`config.mk`:
```
export PLATFORM = sky130hd
export DESIGN_NAME = cdc_hs_sender
export DESIGN_NICKNAME = d
export VERILOG_FILES = /design/src/rtl/cdc_hs_sender.sv
export SDC_FILE = /design/constraint.sdc
export NUM_CORES = 1
export LEC_CHECK = 0
export CORE_MARGIN = 1.5
export CORE_UTILIZATION = 30
export DETAILED_ROUTE_END_ITERATION = 16
export REMOVE_ABC_BUFFERS = 1
export SYNTH_ARGS = -nofsm -noshare
export SYNTH_HDL_FRONTEND = slang
export SYNTH_SLANG_ARGS = --single-unit
```
`constraint.sdc`:
```
create_clock -name clk -period 3.7 [get_ports clk]
set_input_delay 0.925 -clock clk [delete_from_list [all_inputs] [get_ports clk]]
set_output_delay 0.925 -clock clk [all_outputs]
set_load 0.03 [all_outputs]
```
`src/rtl/cdc_hs_sender.sv`:
```
// Source-domain end of a 4-phase req/ack handshake: takes one word per valid/ready
// transfer and holds req_out/data_out until the synchronized ack has risen and fallen.
module cdc_hs_sender #(
    parameter int DATA_WIDTH  = 32,
    parameter int SYNC_STAGES = 2,
    parameter int CNT_WIDTH   = 16
) (
    input  logic                  clk,
    input  logic                  rst,
    input  logic                  in_valid,
    input  logic [DATA_WIDTH-1:0] in_data,
    output logic                  in_ready,
    output logic                  req_out,
    output logic [DATA_WIDTH-1:0] data_out,
    input  logic                  ack_in,
    output logic                  done,
    output logic                  busy,
    output logic [CNT_WIDTH-1:0]  xfer_cnt
);

    typedef enum logic [1:0] {
        IDLE    = 2'd0,
        REQ     = 2'd1,
        ACK_LOW = 2'd2
    } state_e;

    state_e                  state_q, state_d;
    logic                    req_q, req_d;
    logic [DATA_WIDTH-1:0]   data_q, data_d;
    logic                    done_q, done_d;
    logic [CNT_WIDTH-1:0]    cnt_q, cnt_d;
    logic [SYNC_STAGES-1:0]  ack_sync_q;
    logic                    ack_s;

    // ack_in is asynchronous to clk; only the last synchronizer stage may feed logic
    always_ff @(posedge clk or posedge rst) begin
        if (rst) begin
            ack_sync_q <= '0;
        end else begin
            ack_sync_q <= {ack_sync_q[SYNC_STAGES-2:0], ack_in};
        end
    end

    assign ack_s    = ack_sync_q[SYNC_STAGES-1];
    assign in_ready = (state_q == IDLE) && !ack_s;
    assign busy     = (state_q != IDLE);
    assign req_out  = req_q;
    assign data_out = data_q;
    assign done     = done_q;
    assign xfer_cnt = cnt_q;

    always_ff @(posedge clk or posedge rst) begin
        if (rst) begin
            state_q <= IDLE;
            req_q   <= 1'b0;
            data_q  <= '0;
            done_q  <= 1'b0;
            cnt_q   <= '0;
        end else begin
            state_q <= state_d;
            req_q   <= req_d;
            data_q  <= data_d;
            done_q  <= done_d;
            cnt_q   <= cnt_d;
        end
    end

    always_comb begin
        state_d = state_q;
        req_d   = req_q;
        data_d  = data_q;
        done_d  = 1'b0;
        cnt_d   = cnt_q;
        case (state_q)
            IDLE: begin
                if (in_valid && in_ready) begin
                    data_d  = in_data;
                    req_d   = 1'b1;
                    state_d = REQ;
                end
            end
            REQ: begin
                if (ack_s) begin
                    req_d   = 1'b0;
                    state_d = ACK_LOW;
                end
            end
            ACK_LOW: begin
                // The handshake only completes once the destination has released ack
                if (!ack_s) begin
                    state_d = IDLE;
                    done_d  = 1'b1;
                    if (cnt_q != {CNT_WIDTH{1'b1}}) begin
                        cnt_d = cnt_q + CNT_WIDTH'(1);
                    end
                end
            end
            default: begin
                state_d = IDLE;
                req_d   = 1'b0;
            end
        endcase
    end

endmodule
```
==> metrics.txt <==
# TYPE chip_impl_metric gauge
chip_impl_info{name="run_status",value="completed"} 1
chip_impl_metric{name="core_region_area",unit="um^2"} 7180
chip_impl_metric{name="timing.final.setup_violations",unit=""} 0
chip_impl_metric{name="area.growth.synth_to_final",unit="%"} 49.7
chip_impl_metric{name="grt_antenna_before_repair",unit=""} 0
chip_impl_metric{name="routed_wl",unit="um"} 4430
chip_impl_metric{name="multiInputGateArea",unit="um^2"} 813
chip_impl_metric{name="power_leakage",unit="uW"} 0.00137
chip_impl_metric{name="die_width",unit="um"} 88.8
chip_impl_metric{name="number_of_synthesized_register_bits",unit=""} 54
chip_impl_metric{name="finalWorstPathRequiredPeriod",unit="ns"} 2.70
chip_impl_metric{name="layout-drive-gt1-share",unit="%"} 18.1
chip_impl_metric{name="power_density",unit="nW/um^2"} 586
chip_impl_metric{name="start_util",unit="%"} 30.8
chip_impl_metric{name="worstMarginPinSlew",unit="ns"} 0.620
chip_impl_metric{name="final_non_filler_cell_total",unit=""} 353
chip_impl_metric{name="port_buffers",unit=""} 87
chip_impl_metric{name="hold_violations",unit=""} 0
chip_impl_metric{name="cts_resized",unit=""} 0
chip_impl_metric{name="critical_path_required",unit="ns"} 2.77
chip_impl_metric{name="max_cap_violations",unit=""} 0
chip_impl_metric{name="grt_pass1_vias",unit=""} 1540
chip_impl_metric{name="avgSynthCellArea",unit="um^2"} 13.7
chip_impl_metric{name="grt_first_pass_wirelength",unit="um"} 7090
chip_impl_info{name="critical_path.startpoint_type",value="register"} 1
chip_impl_metric{name="biggest_fanout_along_the_worst_timing_path",unit=""} 5
chip_impl_metric{name="netlist-cell-type-count",unit=""} 28
chip_impl_info{name="clock_tree_from_tritoncts",value="built"} 1
chip_impl_metric{name="antenna_cells",unit=""} 0
chip_impl_metric{name="sequential_element_share_of_the_synthesized_area",unit="%"} 61.2
chip_impl_metric{name="std_cell_rows",unit=""} 31
chip_impl_metric{name="cts-root-to-sink-buffers",unit=""} 2
chip_impl_metric{name="io_pins",unit=""} 88
chip_impl_metric{name="number_of_post_cts_setup_repair_buffers",unit=""} 0
chip_impl_info{name="rsz0062_at_grt",value="no"} 1
chip_impl_metric{name="routed_via_density",unit=""} 4.44
chip_impl_metric{name="slew_viol_final",unit=""} 0
chip_impl_metric{name="detail_route.wl_per_cell",unit="um"} 12.5
chip_impl_metric{name="yosysWarnings",unit=""} 0
chip_impl_metric{name="finClkSkew",unit="ns"} 0.0101
chip_impl_metric{name="max_freq",unit="MHz"} 370
chip_impl_metric{name="clk_pin_slew",unit="ns"} 0.09
chip_impl_metric{name="drt_first_iter_violations",unit=""} 50
chip_impl_metric{name="mappedNetlistArea",unit="um^2"} 2210
chip_impl_metric{name="irDropWorstVdd",unit="V"} 0.000298
chip_impl_metric{name="place.gp.congestion",unit=""} 0.732
chip_impl_info{name="hold_class",value="register to register"} 1
chip_impl_metric{name="full_die_area",unit="um^2"} 7890
chip_impl_metric{name="cts_made_buffers",unit=""} 5
chip_impl_metric{name="detail_route.first_pass.iterations",unit=""} 4
chip_impl_metric{name="final.setup.tns",unit="ns"} 0
chip_impl_metric{name="die_span_y",unit="um"} 88.8
chip_impl_metric{name="grt_start_max_net_pins",unit=""} 33
chip_impl_info{name="endpoint_kind",value="primary output"} 1
chip_impl_metric{name="drc",unit=""} 0
chip_impl_metric{name="globalRouteTotalUtil",unit="%"} 11.6
chip_impl_info{name="cts_root_buffer",value="sky130_fd_sc_hd__clkbuf_8"} 1
chip_impl_info{name="worst-setup-path-type",value="register to primary output"} 1
chip_impl_metric{name="htreeDepth",unit=""} 2
chip_impl_metric{name="num_vias",unit=""} 1566
chip_impl_metric{name="seqCellArea",unit="um^2"} 1350
chip_impl_metric{name="clock_latency_late_sink",unit="ns"} 0.30
chip_impl_metric{name="cts-hold-fix-buffers",unit=""} 0
chip_impl_metric{name="fillerInstances",unit=""} 665
chip_impl_metric{name="layout_worst_path_cycle_share",unit="%"} 73.1
chip_impl_metric{name="dp_hpwl",unit="um"} 3180
chip_impl_metric{name="dp_cells",unit=""} 345
chip_impl_metric{name="ant_nets",unit=""} 0
chip_impl_metric{name="synthesis.instances",unit=""} 161
chip_impl_metric{name="grt_overflow",unit=""} 0
chip_impl_metric{name="crit_path_dat",unit="ns"} 1.78
chip_impl_metric{name="final_net_count",unit=""} 290
chip_impl_metric{name="timing.slew.headroom",unit="%"} 58.6
chip_impl_metric{name="tritoncts_num_sinks",unit=""} 54
## state kept, by name (all words and copies together), names as in the netlist
name / cells
req_out: 1
done: 1
xfer_cnt: 16
state_q: 2
ack_sync_q: 2
data_out: 32
## cell usage after synthesis
cell                        n  area share, %
sky130_fd_sc_hd__nor4b_1    1           0.40
sky130_fd_sc_hd__ha_1       1           0.57
sky130_fd_sc_hd__or2_1      1           0.28
sky130_fd_sc_hd__and2_1     2           0.57
sky130_fd_sc_hd__nor4_2     1           0.57
sky130_fd_sc_hd__or3b_1     1           0.40
sky130_fd_sc_hd__dfrtp_1   54             61
sky130_fd_sc_hd__nor4_1     5            1.4
sky130_fd_sc_hd__clkbuf_1   1           0.17
sky130_fd_sc_hd__nor4_4     1           0.96
sky130_fd_sc_hd__mux2_1     2            1.0
sky130_fd_sc_hd__nand2_1    7            1.2
sky130_fd_sc_hd__xor2_1    10            4.0
sky130_fd_sc_hd__nor3_1     3           0.68
sky130_fd_sc_hd__or2_4      1           0.40
sky130_fd_sc_hd__xnor2_1    4            1.6
sky130_fd_sc_hd__mux2_2    32             16
sky130_fd_sc_hd__buf_6      1           0.51
sky130_fd_sc_hd__inv_1      4           0.68
sky130_fd_sc_hd__nand3_1    8            1.8
sky130_fd_sc_hd__nor2_1     5           0.85
sky130_fd_sc_hd__o21ai_0    1           0.23
sky130_fd_sc_hd__o21a_1     2           0.68
sky130_fd_sc_hd__buf_2      3           0.68
sky130_fd_sc_hd__a21oi_1    1           0.23
sky130_fd_sc_hd__nand4_1    7            2.0
sky130_fd_sc_hd__and4_1     1           0.40
sky130_fd_sc_hd__or4_1      1           0.34
## logic make-up (layout without fill, tap and decap cells)
group	after synthesis	count (layout)	synth area share [%]
DFF	54	54	61.2
and+or+nand+nor	45	45	12.2
muxes	34	34	17.3
xor gates and xnor gates	14	14	5.55
buffers and inverters	9	102	2.04
AOI/OAI and AO/OA	4	4	1.13
adders and majority gates	1	1	0.566
## cells in the final DEF, fill, tap and decap left out, drive strengths merged
master	netlist	layout
a21oi	1	1
and2	2	2
and4	1	1
buf	4	3
bufinv	0	1
clkbuf	1	6
clkdlybuf4s50	0	87
clkinvlp	0	1
dfrtp	54	54
ha	1	1
inv	4	4
mux2	34	34
nand2	7	7
nand3	8	8
nand4	7	7
nor2	5	5
nor3	3	3
nor4	7	7
nor4b	1	1
o21a	2	2
o21ai	1	1
or2	2	2
or3b	1	1
or4	1	1
xnor2	4	4
xor2	10	10
## worst max-delay path, stage by stage (launching register included)
cell	delay, ns
sky130_fd_sc_hd__dfrtp_1	0.43
sky130_fd_sc_hd__or2_1	0.25
sky130_fd_sc_hd__nor2_1	0.12
sky130_fd_sc_hd__clkdlybuf4s50_1	0.68
## layout make-up
class / count / share of cell area (%)
flip-flops and latches: 54 / 40.9
well taps: 99 / 3.75
repair buffers: 90 / 27.0
clock inverters: 2 / 1.14
clock buffers: 6 / 2.19
multi-input cells: 98 / 24.6
inverters: 4 / 0.454
## layer usage
layer	track usage, %	vias up	routed length, um
met3	3.17	4	316
met4	3.84	0	31
met5	0	-	0
met1	15.4	757	2080
li1	-	751	-
met2	18.3	54	2000
## path summary, 6_finish.rpt
check,start,endpoint,slack (ns),depth (start not counted)
hold / removal,ack_sync_q[0]$_DFF_PP0_,ack_sync_q[1]$_DFF_PP0_,0.36,0
setup / recovery,state_q[0]$_DFFE_PP0P_,in_ready,1.0,3
min in group asynchronous,rst,data_out[11]$_DFFE_PP0P_,1.02,2
hold reg to reg,ack_sync_q[0]$_DFF_PP0_,ack_sync_q[1]$_DFF_PP0_,0.36,0
setup reg to reg,xfer_cnt[0]$_DFFE_PP0P_,xfer_cnt[1]$_DFFE_PP0P_,1.68,5
max in group asynchronous,rst,data_out[28]$_DFFE_PP0P_,1.99,3
## stage by stage
| step | power (uW) | hold WS, ns | instance area, um^2 | setup slack, ns | utilization [%] |
|---|---|---|---|---|---|
| final | 1940 | 0.357 | 3310 | 0.997 | 46.1 |
| after global routing | 2040 | 0.363 | 3310 | 0.881 | 46.1 |
| after CTS | 1960 | 0.359 | 3310 | 0.969 | 46.1 |
| after detailed placement | 1570 | 0.338 | 3200 | 1.23 | 44.6 |
| after global placement | 1560 | 0.334 | 3200 | 1.26 | 44.6 |
| after floorplan | 1220 | 0.331 | 2180 | 1.04 | - |
## where the power goes
group          switching (uW)  internal, uW  leakage (uW)  total [uW]
logic                     393           352      0.000651         745
clock network             186           202     0.0000514         388
registers                86.3           718      0.000667         804
Power figures use the tool's default switching activity.
